## config.mk

```make
export PLATFORM = sky130hd
export DESIGN_NAME = dm_cache
export DESIGN_NICKNAME = d
export VERILOG_FILES = /design/src/rtl/dm_cache.sv
export SDC_FILE = /design/constraint.sdc
export NUM_CORES = 1
export LEC_CHECK = 0
export ABC_AREA = 1
export CAP_MARGIN = 20
export CORE_MARGIN = 1
export CORE_UTILIZATION = 30
export CTS_CLUSTER_DIAMETER = 120
export CTS_CLUSTER_SIZE = 30
export DETAILED_ROUTE_END_ITERATION = 7
export GPL_TIMING_DRIVEN = 0
export SLEW_MARGIN = 10
export SYNTH_ARGS = -nofsm -noshare
export SYNTH_HDL_FRONTEND = slang
export SYNTH_SLANG_ARGS = --single-unit
```

## constraint.sdc

```tcl
create_clock -name clk -period 2.5 [get_ports clk]
set_input_delay 0.25 -clock clk [delete_from_list [all_inputs] [get_ports clk]]
set_output_delay 0.25 -clock clk [all_outputs]
set_load 0.005 [all_outputs]
```

## src/rtl/dm_cache.sv

```systemverilog
// Direct-mapped write-back / write-allocate cache, one data word per line,
// sitting between a CPU request bus and a memory request bus.
module dm_cache #(
  parameter int ADDR_WIDTH  = 6,
  parameter int DATA_WIDTH  = 8,
  parameter int INDEX_WIDTH = 3
) (
  input  logic                  clk,
  input  logic                  rst_n,
  input  logic [1:0]            cpu_req_op,
  input  logic [ADDR_WIDTH-1:0] cpu_req_addr,
  input  logic [DATA_WIDTH-1:0] cpu_req_data,
  output logic                  cpu_rsp_vld,
  output logic [DATA_WIDTH-1:0] cpu_rsp_data,
  output logic                  mem_rst,
  output logic [1:0]            mem_req_op,
  output logic [ADDR_WIDTH-1:0] mem_req_addr,
  output logic [DATA_WIDTH-1:0] mem_req_data,
  input  logic                  mem_rsp_vld,
  input  logic [DATA_WIDTH-1:0] mem_rsp_data,
  output logic [2:0]            dbg_state
);

  // Handshake on both buses: requester drives a non-NOP op for exactly one
  // cycle, responder later pulses rsp_vld for one cycle; one outstanding
  // transaction per bus.

  localparam int TAG_W = ADDR_WIDTH - INDEX_WIDTH;
  localparam int LINES = 1 << INDEX_WIDTH;

  localparam logic [1:0] OP_NOP   = 2'd0;
  localparam logic [1:0] OP_READ  = 2'd1;
  localparam logic [1:0] OP_WRITE = 2'd2;

  typedef enum logic [2:0] {
    IDLE      = 3'd0,
    WB_REQ    = 3'd1,
    WB_WAIT   = 3'd2,
    FILL_REQ  = 3'd3,
    FILL_WAIT = 3'd4,
    RESP      = 3'd5
  } state_e;

  state_e                state_q, state_d;
  logic                  req_wr_q, req_wr_d;
  logic [ADDR_WIDTH-1:0] req_addr_q, req_addr_d;
  logic [DATA_WIDTH-1:0] req_data_q, req_data_d;
  logic                  cpu_rsp_vld_q, cpu_rsp_vld_d;
  logic [DATA_WIDTH-1:0] cpu_rsp_data_q, cpu_rsp_data_d;
  logic [1:0]            mem_req_op_q, mem_req_op_d;
  logic [ADDR_WIDTH-1:0] mem_req_addr_q, mem_req_addr_d;
  logic [DATA_WIDTH-1:0] mem_req_data_q, mem_req_data_d;
  logic [LINES-1:0]      valid_q, valid_d;
  logic [LINES-1:0]      dirty_q, dirty_d;

  // Tag and data storage carry no reset; valid bits gate their use.
  logic [TAG_W-1:0]      tag_mem  [LINES];
  logic [DATA_WIDTH-1:0] data_mem [LINES];

  logic                   line_we;
  logic [INDEX_WIDTH-1:0] line_idx;
  logic [TAG_W-1:0]       line_tag;
  logic [DATA_WIDTH-1:0]  line_data;

  logic [INDEX_WIDTH-1:0] cpu_idx, req_idx;
  logic [TAG_W-1:0]       cpu_tag, req_tag;
  logic                   cpu_is_rd, cpu_is_wr, cpu_hit, victim_dirty;

  assign cpu_idx      = cpu_req_addr[INDEX_WIDTH-1:0];
  assign cpu_tag      = cpu_req_addr[ADDR_WIDTH-1:INDEX_WIDTH];
  assign req_idx      = req_addr_q[INDEX_WIDTH-1:0];
  assign req_tag      = req_addr_q[ADDR_WIDTH-1:INDEX_WIDTH];
  assign cpu_is_rd    = (cpu_req_op == OP_READ);
  assign cpu_is_wr    = (cpu_req_op == OP_WRITE);
  assign cpu_hit      = valid_q[cpu_idx] && (tag_mem[cpu_idx] == cpu_tag);
  assign victim_dirty = valid_q[cpu_idx] && dirty_q[cpu_idx];

  always_comb begin
    state_d        = state_q;
    req_wr_d       = req_wr_q;
    req_addr_d     = req_addr_q;
    req_data_d     = req_data_q;
    cpu_rsp_vld_d  = 1'b0;
    cpu_rsp_data_d = cpu_rsp_data_q;
    mem_req_op_d   = OP_NOP;
    mem_req_addr_d = mem_req_addr_q;
    mem_req_data_d = mem_req_data_q;
    valid_d        = valid_q;
    dirty_d        = dirty_q;
    line_we        = 1'b0;
    line_idx       = cpu_idx;
    line_tag       = cpu_tag;
    line_data      = cpu_req_data;

    case (state_q)
      IDLE: begin
        if (cpu_is_rd || cpu_is_wr) begin
          req_wr_d   = cpu_is_wr;
          req_addr_d = cpu_req_addr;
          req_data_d = cpu_req_data;
          if (cpu_is_rd && cpu_hit) begin
            cpu_rsp_vld_d  = 1'b1;
            cpu_rsp_data_d = data_mem[cpu_idx];
          end else if (cpu_is_wr && (cpu_hit || !victim_dirty)) begin
            // Write hit or write miss over a clean line: no memory traffic.
            line_we          = 1'b1;
            valid_d[cpu_idx] = 1'b1;
            dirty_d[cpu_idx] = 1'b1;
            cpu_rsp_vld_d    = 1'b1;
          end else if (victim_dirty) begin
            state_d        = WB_REQ;
            mem_req_op_d   = OP_WRITE;
            mem_req_addr_d = {tag_mem[cpu_idx], cpu_idx};
            mem_req_data_d = data_mem[cpu_idx];
          end else begin
            state_d        = FILL_REQ;
            mem_req_op_d   = OP_READ;
            mem_req_addr_d = cpu_req_addr;
          end
        end
      end
      WB_REQ: state_d = WB_WAIT;
      WB_WAIT: begin
        if (mem_rsp_vld) begin
          dirty_d[req_idx] = 1'b0;
          if (req_wr_q) begin
            line_we          = 1'b1;
            line_idx         = req_idx;
            line_tag         = req_tag;
            line_data        = req_data_q;
            valid_d[req_idx] = 1'b1;
            dirty_d[req_idx] = 1'b1;
            cpu_rsp_vld_d    = 1'b1;
            state_d          = RESP;
          end else begin
            state_d        = FILL_REQ;
            mem_req_op_d   = OP_READ;
            mem_req_addr_d = req_addr_q;
          end
        end
      end
      FILL_REQ: state_d = FILL_WAIT;
      FILL_WAIT: begin
        if (mem_rsp_vld) begin
          line_we          = 1'b1;
          line_idx         = req_idx;
          line_tag         = req_tag;
          line_data        = mem_rsp_data;
          valid_d[req_idx] = 1'b1;
          dirty_d[req_idx] = 1'b0;
          cpu_rsp_vld_d    = 1'b1;
          cpu_rsp_data_d   = mem_rsp_data;
          state_d          = RESP;
        end
      end
      // The response pulse was registered on entry, so RESP just retires.
      RESP:    state_d = IDLE;
      default: state_d = IDLE;
    endcase
  end

  always_ff @(posedge clk or negedge rst_n) begin
    if (!rst_n) begin
      state_q        <= IDLE;
      req_wr_q       <= 1'b0;
      req_addr_q     <= '0;
      req_data_q     <= '0;
      cpu_rsp_vld_q  <= 1'b0;
      cpu_rsp_data_q <= '0;
      mem_req_op_q   <= OP_NOP;
      mem_req_addr_q <= '0;
      mem_req_data_q <= '0;
      valid_q        <= '0;
      dirty_q        <= '0;
    end else begin
      state_q        <= state_d;
      req_wr_q       <= req_wr_d;
      req_addr_q     <= req_addr_d;
      req_data_q     <= req_data_d;
      cpu_rsp_vld_q  <= cpu_rsp_vld_d;
      cpu_rsp_data_q <= cpu_rsp_data_d;
      mem_req_op_q   <= mem_req_op_d;
      mem_req_addr_q <= mem_req_addr_d;
      mem_req_data_q <= mem_req_data_d;
      valid_q        <= valid_d;
      dirty_q        <= dirty_d;
    end
  end

  always_ff @(posedge clk) begin
    if (line_we) begin
      tag_mem[line_idx]  <= line_tag;
      data_mem[line_idx] <= line_data;
    end
  end

  assign cpu_rsp_vld  = cpu_rsp_vld_q;
  assign cpu_rsp_data = cpu_rsp_data_q;
  assign mem_req_op   = mem_req_op_q;
  assign mem_req_addr = mem_req_addr_q;
  assign mem_req_data = mem_req_data_q;
  assign mem_rst      = !rst_n;
  assign dbg_state    = state_q;

endmodule

```

==> impl_summary.txt <==
----------------------------------------------------
[Route]
  Vias per Instance ... 4.66
  Routed vias ... 5144
  Number of nets still failing antenna checks after routing ... 0
  WL final ... 17.1 mm
  Number of iterations in the first detailed-routing pass ... 8
  Count of routing violations after the opening detailed-route iteration ... approximately 340
  WL per Instance ... 15.5 µm
  Post-route DRC ... 5

[Die]
  Area of the core ... 22000 µm²
  Std cell rows ... 54
  Die Y ... 153 µm
  Area enclosed by the die boundary ... 23300 µm²
  Overall die width ... 153 µm
  Boundary Pins ... 56
  Initial standard-cell utilization of the core ... between 30 and 40%

[Yosys]
  Prevailing post-synth register cell ... edfxtp_1
  Top area cells in the synthesized netlist ... edfxtp_1, dfrtp_1, nand2_1
  Library cell occupying the most area in the post-synthesis netlist ... edfxtp_1
  Most frequent cell after synthesis ... nand2_1
  Number of storage elements in the synthesis netlist ... around 150
  Net count after synthesis ... 749
  Mean area per synthesized cell ... roughly 9.5 µm²
  Syn Inst Count ... 720
  Netlist area before placement ... 6810 µm²
  Post-synth top area share ... 38.8%
  YS warnings ... 0
  Top cells by instance count after synthesis ... nand2_1, inv_1, edfxtp_1
  Post-synth EDFFs ... 88
  Share of synthesized area occupied by flip-flops and latches ... around three fifths
  Synth async-reset ratio ... between 40 and 50%
  Number of library cell types mapped by synthesis ... 38

[CTS]
  Clock transition at path regs ... roughly 0.060 ns
  Clock root buffer ... clkbuf_16
  CTS H-tree lvls ... 4
  Clock tree from TritonCTS ... built
  Number of buffers created by CTS ... 17
  Sink Count ... 147
  Longest Clk Path Bufs ... 2
  Clock latency reported for the late side of the worst-skew pair ... 0.43 ns

[Placement]
  Number of buffers added on ports ... 54
  Total placed instance area ... 7700 µm²
  Placed wire-length estimate after detailed placement ... 11.9 mm
  Final weighted congestion in routability-driven placement ... 0.860
  Number of instances in the placed design ... 1054
  Worst Setup Slack post-DPL ... -1.18 ns

[Layout]
  Fin nets ... 841
  Area growth from synthesis to layout ... 26.6%
  Area of all placed cells without fillers ... 8630 µm²
  Fin util ... around two fifths
  Final Non-Filler Cells ... 1105
  Final antenna diode count ... 0
  Fraction of final layout cells with drive strength greater than 1 ... 14.4%

[Global routing]
  Overall fraction of global-route tracks in use ... 15.7%
  Total global routing overflow ... 0
  Pin count of the biggest net entering global routing ... 61
  Global-route wire length before repair ... between 20 and 30 mm
  Via count of the first global-routing pass ... 4913
  Initial antenna violation count ... 0

[Power]
  Proportion of power drawn by flip-flops and latches ... 40.0%
  Total power divided by cell area ... a little under 1000 nW/µm²
  Switching Power ... between 2 and 3 mW
  Worst IR Drop VDD ... approximately 0.51 mV
  Reported leakage power ... ~3.6 nW
  Switching power as a share of total power ... 34.3%
  Clock network fraction of total power ... 28.7%
  Fraction of power consumed by combinational cells ... roughly a third
  Internal Pwr Total ... 5.63 mW

[Timing]
  Fin worst setup slack ... between 0.15 and 0.2 ns
  Slew @ Worst Pin ... between 0.7 and 0.8 ns
  Final critical-path share of the clock period ... 93.3%
  Count of final setup violators ... 0
  Worst clock skew ... 0.0129 ns
  Final Max Tran Viols ... 0
  Fmax achieved ... 0.429 GHz
  Hold slack final ... 0.209 ns
  Final Hold Vio Count ... 0
  Unrepaired setup endpoints after global routing ... false
  Relative slew slack ... approximately 47%
  Tmin final ... 2.33 ns

[Outcome]
  Run status ... finished with violations
  Violations in the final reports ... design-rule violations

[Min path]
  Beginning of the worst hold path ... cpu_req_addr[1]
  WHS Path Cells ... 3
  End point of the worst hold path ... req_addr_q[1]
  Worst hold path type ... in -> reg

[Worst setup path]
  Reg2reg start ... dbg_state[1]
  Reg2reg end ... data_mem[3][3]
  Launching element type of the critical path ... register
  Peak fanout along the critical path ... 11
  Cell depth of the worst flop-to-flop path ... 13
  Critical path start-end classification ... reg -> reg
  CP Data Required Time ... around 2.6 ns
  Critical Path Sink Type ... register
  R2R setup slack ... 0.17 ns
  Data arrival time of the worst path ... 2.47 ns

[Job]
  Total of max-cap violations ... 0

----------------------------------------------------
## layout make-up
type / instances / area, µm²
plain buffers: 15 / 77.6
clock buffers: 17 / 425
clock inverters: 15 / 144
fillers: 2159 / 13400
inverters: 106 / 435
multi-input cells: 452 / 2290
flip-flops and latches: 147 / 4120
well taps: 280 / 350
repair buffers: 73 / 786
## what timing repair did
item | in CTS | in global routing
pin swaps | 6 | 1
hold endpoints to repair | 59 | 0
gates resized for setup | 28 | 13
buffers inserted | 15 | 3
hold buffers | 1 | 0
endpoints found under the setup margin | 193 | 165
## critical path, stage by stage (launching register included)
cell and delay (ns):
dfrtp_2 0.42, inv_1 0.05, nor2_1 0.12, nand2_1 0.18, nor2_4 0.20, clkinvlp_4 0.13, nor2_4 0.12, inv_1 0.05
nand2_2 0.12, o21bai_4 0.15, buf_12 0.15, nand2_2 0.07, clkinvlp_4 0.10, buf_12 0.15
## power by group through the flow
stage | Sequential [mW] | Clock (mW) | Combinational (mW)
CTS | 3.42 | 2.49 | 2.68
global route | 3.48 | 2.60 | 3.01
global placement | 3.46 | 0 | 2.46
finish | 3.43 | 2.46 | 2.69
detailed placement | 3.46 | 0 | 2.50
floorplan | 3.43 | 0 | 1.50
## registers in the layout, indices dropped and copies added, names as in the netlist
name and flops:
data_mem 64, tag_mem 24, cpu_rsp_data 8, dirty_q 8
mem_req_data 8, req_data_q 8, valid_q 8, mem_req_addr 6
req_addr_q 6, dbg_state 3, mem_req_op 2, cpu_rsp_vld 1
req_wr_q 1
## cell usage in the layout, fill, tap and decap left out, drive strengths merged, types with 3 or more instances in the layout
cell             n
a22oi            8
a21oi           11
clkinvlp        10
clkbuf          26
edfxtp          88
o21ai           52
nor2            52
o211ai           9
nor3             3
nand3           34
mux2i            6
o21bai           4
inv             99
dfrtp           59
clkdlybuf4s50   51
a22o             4
nand4           14
nand2          240
clkinv          11
buf             27
o22ai            4
## per-layer routing
metal | vias up | routed length, µm | GRT usage (%)
li1 | 2556 | - | -
met1 | 2426 | 7580 | 20.5
met2 | 144 | 8440 | 26.2
met3 | 18 | 876 | 2.82
met4 | 0 | 219 | 5.34
met5 | - | 0 | 0
## stage by stage
stage	setup TNS (ns)	power (mW)
after floorplan	0	4.93
after detailed placement	-160.94	5.96
after global routing	0	9.09
final	0	8.57
after global placement	-214.83	5.92
after CTS	0	8.59
## worst max path at each step
stage                               start        endpoint  slack [ns]  depth (start not counted)
after global routing         dbg_state[1]  data_mem[4][5]       0.007                         13
after CTS                    dbg_state[1]   tag_mem[7][0]       0.008                         10
after global placement    cpu_req_addr[0]  data_mem[2][3]       -1.20                         15
final                        dbg_state[1]  data_mem[3][3]        0.17                         13
after detailed placement  cpu_req_addr[0]  data_mem[3][3]       -1.18                         15
after floorplan              dbg_state[2]  data_mem[0][0]        0.06                          8
## cells by family after synthesis
family / Yosys count / share of synthesized area (%)
adders and majority gates: 2 / 0.367
and+or+nand+nor: 346 / 22.7
buffers and inverters: 121 / 6.83
DFF: 147 / 60.4
AOI/OAI and AO/OA: 98 / 8.81
muxes: 6 / 0.881
Note: power is estimated with default switching activity, not from simulation.
